## src/rtl/uart_tx_arbiter.sv

```systemverilog
// Round-robin arbiter sharing one UART transmitter among NREQ requesters, with retry and timeout abort.
// Latency: grant to TxNewData is 1 cycle; Ack/Err pulse the cycle after the completing or aborting event.
// Backpressure: Req is held until Ack/Err; a grant is only made from IDLE, so a new word waits out RELEASE.
module uart_tx_arbiter #(
    parameter int NREQ      = 4,
    parameter int size      = 32,
    parameter int MAX_RETRY = 3,
    parameter int TIMEOUT   = 1023
) (
    input  logic                     CLK_Baudin,
    input  logic                     RstArb_n,
    input  logic [NREQ-1:0]          Req,
    input  logic [NREQ*size-1:0]     ReqData,
    input  logic                     DoneTx,
    input  logic                     Flag_in,
    output logic [size-1:0]          TxData,
    output logic                     TxNewData,
    output logic                     TxRst,
    output logic [NREQ-1:0]          Ack,
    output logic [NREQ-1:0]          Err,
    output logic [$clog2(NREQ)-1:0]  GrantId,
    output logic                     Busy
);

    localparam int IDW = $clog2(NREQ);
    localparam int RW  = $clog2(MAX_RETRY + 2);
    localparam int TW  = $clog2(TIMEOUT + 1);

    localparam logic [1:0] IDLE      = 2'd0;
    localparam logic [1:0] LOAD      = 2'd1;
    localparam logic [1:0] WAIT_DONE = 2'd2;
    localparam logic [1:0] RELEASE   = 2'd3;

    logic [1:0]     state;
    logic [RW-1:0]  retry_cnt;
    logic [TW-1:0]  tmo_cnt;
    logic           done_q;
    logic           flag_q;
    logic           done_edge;
    logic           flag_edge;
    logic           retry_abort;
    logic           tmo_abort;
    logic           rr_found;
    logic [IDW-1:0] rr_idx;
    logic [IDW-1:0] cand;

    assign done_edge   = DoneTx & ~done_q;
    assign flag_edge   = Flag_in & ~flag_q;
    assign retry_abort = flag_edge && (int'(retry_cnt) + 1 > MAX_RETRY);
    assign tmo_abort   = (int'(tmo_cnt) + 1 >= TIMEOUT);

    assign TxNewData = (state == LOAD);
    assign Busy      = (state != IDLE);

    // Search starts one past the last grant so a held request cannot starve the rest.
    always_comb begin
        rr_found = 1'b0;
        rr_idx   = '0;
        cand     = '0;
        for (int i = 0; i < NREQ; i++) begin
            cand = IDW'((int'(GrantId) + i + 1) % NREQ);
            if (!rr_found && Req[cand]) begin
                rr_found = 1'b1;
                rr_idx   = cand;
            end
        end
    end

    always_ff @(posedge CLK_Baudin) begin
        if (!RstArb_n) begin
            state     <= IDLE;
            TxData    <= '0;
            TxRst     <= 1'b0;
            Ack       <= '0;
            Err       <= '0;
            GrantId   <= IDW'(NREQ - 1);
            retry_cnt <= '0;
            tmo_cnt   <= '0;
            done_q    <= 1'b1;
            flag_q    <= 1'b0;
        end else begin
            // Edge history tracks every state so a DoneTx level left over from the last word is not a new edge.
            done_q <= DoneTx;
            flag_q <= Flag_in;
            Ack    <= '0;
            Err    <= '0;
            TxRst  <= 1'b0;
            case (state)
                IDLE: begin
                    if (rr_found) begin
                        GrantId   <= rr_idx;
                        TxData    <= ReqData[rr_idx*size +: size];
                        retry_cnt <= '0;
                        tmo_cnt   <= '0;
                        state     <= LOAD;
                    end
                end
                LOAD: state <= WAIT_DONE;
                WAIT_DONE: begin
                    tmo_cnt <= tmo_cnt + TW'(1);
                    if (flag_edge) retry_cnt <= retry_cnt + RW'(1);
                    if (done_edge) begin
                        Ack[GrantId] <= 1'b1;
                        state        <= RELEASE;
                    end else if (retry_abort || tmo_abort) begin
                        Err[GrantId] <= 1'b1;
                        TxRst        <= 1'b1;
                        state        <= RELEASE;
                    end
                end
                RELEASE: state <= IDLE;
                default: state <= IDLE;
            endcase
        end
    end

endmodule

```

## config.mk

```make
export PLATFORM = sky130hd
export DESIGN_NAME = uart_tx_arbiter
export DESIGN_NICKNAME = d
export VERILOG_FILES = /design/src/rtl/uart_tx_arbiter.sv
export SDC_FILE = /design/constraint.sdc
export NUM_CORES = 1
export LEC_CHECK = 0
export ABC_AREA = 1
export CORE_MARGIN = 4
export CORE_UTILIZATION = 48
export CTS_CLUSTER_SIZE = 24
export DETAILED_ROUTE_END_ITERATION = 10
export MAX_ROUTING_LAYER = met4
export PLACE_DENSITY = 0.87
export SLEW_MARGIN = 20
export SYNTH_ARGS = -nofsm -noshare
export SYNTH_HDL_FRONTEND = slang
export SYNTH_SLANG_ARGS = --single-unit
```

## constraint.sdc

```tcl
create_clock -name CLK_Baudin -period 6.3 [get_ports CLK_Baudin]
set_clock_uncertainty 0.1 [all_clocks]
set_input_delay 1.26 -clock CLK_Baudin [delete_from_list [all_inputs] [get_ports CLK_Baudin]]
set_output_delay 1.26 -clock CLK_Baudin [all_outputs]
set_load 0.005 [all_outputs]
```

==> results.md <==
* Maximum clock frequency at around 220 MHz
* H-tree Lvls at 3
* N_diodes at 0
* Global-route wire length before repair at 21.2 mm
* Clock slew at reported path FFs at ~80 ps
* Drt first pass iters at 5
* Final worst path period share at between 70 and 80%
* Layout area overhead at 40.0%
* WHS Endpoint: retry_cnt[1]$_SDFFE_PN0P_
* Wirelength per Cell at 12.0 um
* Syn Area/Cell at between 5 and 6 um2
* Unrepaired setup endpoints after global routing: false
* Gate power share at slightly above 70%
* Register share of total power at 17.9%
* Placed inst area at between 0.006 and 0.007 mm2
* Chip height at approximately 110 um
* Final design utilization at a little over two thirds
* Post-CTS Hold Fix Bufs at 0
* Max_cap viols at 0
* Min-Delay Path Class: register to register
* CTS Sinks at 60
* Largest net degree at the start of global routing at 67
* Syn Inst Count at roughly 800
* Worst reg-to-reg setup slack at 1700 ps
* Worst R2R Start: GrantId[0]$_SDFFE_PN1P_
* Root Driver: clkbuf_8
* Vias per Instance at approximately 4.7
* Starting utilization of the core area at 49.7%
* Critical Path Source Type: register
* Drc violations at 0
* WP data arrival at around 4800 ps
* Post-Layout Inst Area at between 0.006 and 0.007 mm2
* CTS Buf Count at 9
* Asr flop ratio synth at 0%
* Initial antenna violation count at 0
* Layout cells sized above 1 at ~4.1%
* Post-synth top area share at between 20% and 30%
* Syn Nets at 950
* Req. time, crit path at roughly 6500 ps
* FF+latch count, synth at 60
* DR iter-0 viols at roughly 260
* Synth Flop Type: dfxtp_1
* # fillers at ~840
* Ys Warns at 0
* Cell taking the most area after synthesis: dfxtp_1
* Overall power at 0.00326 W
* DIE WIDTH at ~110 um
* Final number of max-transition violations at 0
* Sequential area share after synthesis at approximately 26%
* PwrDens at between 500 and 600 mW/mm2
* Switching Fraction at between 50% and 60%
* Final Wtd Congestion at approximately 0.86
* Post-cts resize count at 0
* I/O pin total at 181
* Commonest cells in the netlist: 196 x inv_1, 180 x nand3_1, 154 x nand2_1
* Worst-path maximum fanout at 65
* Setup violators final at 0
* Hold Vio Cnt, Final at 0
* Count of buffers from port buffering at 180
* Wirelength, routed at between 10 and 15 mm
* Core Region at 0.00933 mm2
* Postcts setup bufs at 0
* Psw at around 0.0017 W
* Crit Path Class: register to register
* CP endpoint kind: register
* Status: completed
* GRT Overall Usage at a little under a quarter
* Post-synth EDFFs at 0
* Most common cell in the netlist: inv_1
* Nets@finish at 1102
* Syn Std Cell Area at 0.00464 mm2
* Hold Path Stages at 2
* Post-DP HPWL at a little under 10 mm
* Clk pwr share at under 10%
* TNS Setup at 0 ps
* CTS tree: yes
* Minimum clock period at approximately 4600 ps
* Yosys cell types at 28
* Routed via count at between 5000 and 6000
* Clock Tree Buf Depth at 2
* Later-pin clock latency in the skew report at roughly 340 ps
* Hold_sp: retry_cnt[1]$_SDFFE_PN0P_
* Ranking of synthesized cells by area: dfxtp_1 26%, nand3_1 19%, inv_1 16%
* Vias in the first global route at 4633
* R2R cell count at 16
* Rel. slew slack at ~28%
* Reg2reg end: TxData[16]$_SDFFE_PN0P_
* Worst VDD drop at ~420 uV
* Remaining global-route overflow at 0
* Int Power at around 0.0015 W
* Total die area at ~0.011 mm2
* Worst-Margin Slew at 1070 ps
* Routed Antenna Nets at 0
* Leakage at around 3.5 nW
* Rows at 35
## worst max-delay path by stage
stage	start	end	slack [ps]	cells past startpoint
finish	GrantId[0]$_SDFFE_PN1P_	TxData[16]$_SDFFE_PN0P_	1700	16
CTS	GrantId[0]$_SDFFE_PN1P_	TxData[17]$_SDFFE_PN0P_	1670	16
detailed placement	Req[0]	TxData[16]$_SDFFE_PN0P_	1370	14
global route	GrantId[0]$_SDFFE_PN1P_	TxData[13]$_SDFFE_PN0P_	1170	16
global placement	Req[0]	TxData[19]$_SDFFE_PN0P_	1440	14
floorplan	Req[2]	TxData[20]$_SDFFE_PN0P_	3650	14
## cells in the final DEF (no fill, tap or decap)
cell and count:
ha_1 11, o21bai_1 2, nor2_4 2, nand3_2 2
nand2_2 6, or2_2 1, nor4_1 1, o21ai_2 2
a31oi_1 1, xor2_1 5, dfxtp_1 60, o21ai_1 9
o21ai_0 7, nor2_1 93, clkinv_4 1, nand4_1 5
clkdlybuf4s50_1 180, xnor2_1 2, inv_2 6, nand2_1 154
a21oi_1 13, inv_1 196, inv_6 1, buf_4 3
clkinv_2 1, nand3_1 180, nand4_4 1, o211ai_1 1
clkbuf_8 9, nand3b_1 1, clkinvlp_4 4
## area by class of cell
type	instances	area, um2	area share [%]
Inverter	202	758	11.7
Timing Repair Buffer	183	1820	28.1
Clock inverter	7	52.6	0.809
Clock buffer	9	124	1.91
Tap cell	129	161	2.49
Multi-Input combinational cell	499	2370	36.5
Sequential cell	60	1200	18.5
## layer usage
layer | global-route usage, % | wire length [um]
met1 | 28.4 | 5590
met4 | 9.34 | 341
met2 | 37.9 | 6100
met5 | - | 0
met3 | 5.53 | 1070
## power by group through the flow
stage | combinational (W) | sequential (W) | clock [W]
after floorplan | 0.00195 | 0.000582 | 0
after global placement | 0.00232 | 0.000590 | 0
after detailed placement | 0.00236 | 0.000593 | 0
after CTS | 0.00237 | 0.000585 | 0.000321
after global routing | 0.00270 | 0.000603 | 0.000339
final | 0.00237 | 0.000586 | 0.000314
## worst max-delay path, cell delays in order, from the launching register on
cell and delay, ps:
dfxtp_1 720, inv_2 250, ha_1 430, inv_2 70, nand2_1 60, nand2_1 80
nand2_1 80, nand2_2 80, nor2_4 180, nand4_4 710, nand3_2 850, buf_4 430
nand2_1 100, nand3_1 90, nand3_1 110, nand2_1 100, inv_1 40
## flip-flops by register name (all words and copies together) (netlist names), 2 cells and up
name and count:
TxData 32, tmo_cnt 10, Ack 4, Err 4, retry_cnt 3, GrantId 2, state 2
## cells by family (layout without fill, tap and decap cells)
kind of cell | Yosys count | after routing | synth area share, %
buffers and inverters | 244 | 401 | 23.2
adders and majority gates | 11 | 11 | 2.97
xor gates and xnor gates | 7 | 7 | 1.32
and+or+nand+nor | 446 | 446 | 42.5
DFF | 60 | 60 | 25.9
AOI/OAI and AO/OA | 35 | 35 | 4.13
## per-stage QoR
stage | cells | worst slack [ps] | hold slack, ps
after floorplan | 803 | 3650 | 361
after global placement | 1073 | 1440 | 379
after detailed placement | 1073 | 1370 | 378
after CTS | 1089 | 1670 | 390
after global routing | 1089 | 1170 | 426
final | 1089 | 1700 | 392
No activity file was read; power rests on OpenSTA's default activity.
==> variant (config.mk and constraints unchanged) <==
Change the parameter `MAX_RETRY` from 3 to 6.
--- a/src/rtl/uart_tx_arbiter.sv
+++ b/src/rtl/uart_tx_arbiter.sv
@@ -4,7 +4,7 @@
 module uart_tx_arbiter #(
     parameter int NREQ      = 4,
     parameter int size      = 32,
-    parameter int MAX_RETRY = 3,
+    parameter int MAX_RETRY = 6,
     parameter int TIMEOUT   = 1023
 ) (
     input  logic                     CLK_Baudin,
Function: no difference found for any inputs over 4 cycles, from zero or initial values and one cycle with RstArb_n low; that may be too few to reach the edited logic, so the function may still have changed.
==> variant against the original RTL <==
- power up 5.3%
- setup slack better by 660 ps
- sequential cell count unchanged
- synthesized area down 1.5%
- final area up 0.23%
- non-clock buffer count down 1
- routed wire length up 2.4%
- critical path type is now primary input to flip-flop
==> variant: results (changes against the original RTL) <==
Status
  • Status: finished clean (unchanged)

Power and ir drop
  • Pleak: 3.352 nW (was 3.505 nW)
  • Switching share of power: 52.22% (was 53.35%)
  • PD cells: 528.4 nW/um^2 (was 502.9 nW/um^2)
  • Reg power frac: 18.1% (was 17.9%)
  • Peak supply drop: 466.0 uV (was 424.6 uV)

Place
  • Placed Area: 6276 um^2 (was 6316 um^2)
  • GP Congestion: 0.9092 (was 0.8557)
  • Hpwl dp: 9428 um (was 9623 um)
  • Post-Place Cells: 1051 (was 1073)
  • Pre-CTS setup slack: 1687 ps (was 1368 ps)

STA
  • Least-Margin Pin Slew: 890.7 ps (was 1075 ps)

Hold path
  • Hold Crit Class: flip-flop to flip-flop (unchanged)

Synthesis
  • Ranking of synthesized cells by area: dfxtp_1 (26%), nand3_1 (16%), inv_1 (14%) (was dfxtp_1 (26%), nand3_1 (19%), inv_1 (16%))
  • Syn_nets: 930 (was 950)
  • Synth cell types: 29 (was 28)
  • XOR/XNOR share of the synthesized area: 0.3832% (was 1.322%)
  • Synth Area in Compound Gates: 4.654% (was 4.127%)
  • Avg Cell Area, Syn: 5.845 um^2 (was 5.776 um^2)
  • Sequential area share after synthesis: 26.28% (was 25.90%)
  • Synth top cells by count: inv_1 (166), nand2_1 (164), nand3_1 (146) (was inv_1 (196), nand3_1 (180), nand2_1 (154))

Final layout
  • Share of layout cells above drive strength 1: 3.731% (was 4.063%)

GRT
  • Number of global-route vias before repair: 4692 (was 4633)
  • First-pass GRT wire length: 21460 um (was 21210 um)
  • GRT Total Usage: 23.53% (was 23.51%)

Worst setup path
  • Highest-delay cell along the critical path: nand2_4 (was nand3_2)
  • Crit path DAT: 4110 ps (was 4750 ps)
  • Crit path largest cell delay: 560 ps (was 850 ps)

Routing
  • Vias per std cell: 4.835 (was 4.740)
  • Initial DRC Count: 330 (was 259)
## variant: cell type report
type                    count  area, um^2
clock inverters             7       101.3
fillers                   793        2733
well taps                 129       161.4
flip-flops and latches     60        1201
clock buffers               9       123.9
inverters                 171       643.1
repair buffers            182        1817
multi-input cells         509        2460
## variant: metal layers
layer | global-route usage (%) | part of all wire, % | up-vias
met5 | - | 0 | -
met3 | 4.532 | 6.7 | 24
met2 | 39.62 | 50 | 188
met4 | 7.863 | 1.9 | 0
met1 | 28.30 | 42 | 2264
li1 | - | - | 2683
## variant: path summary, 6_finish.rpt
check / start / end / slack (ps) / cells past startpoint
setup reg to reg: GrantId[0] / TxData[8] / 2380 / 17
hold reg to reg: retry_cnt[1] / retry_cnt[1] / 410 / 2
setup / recovery: Req[3] / TxData[8] / 2360 / 16
hold / removal: retry_cnt[1] / retry_cnt[1] / 410 / 2
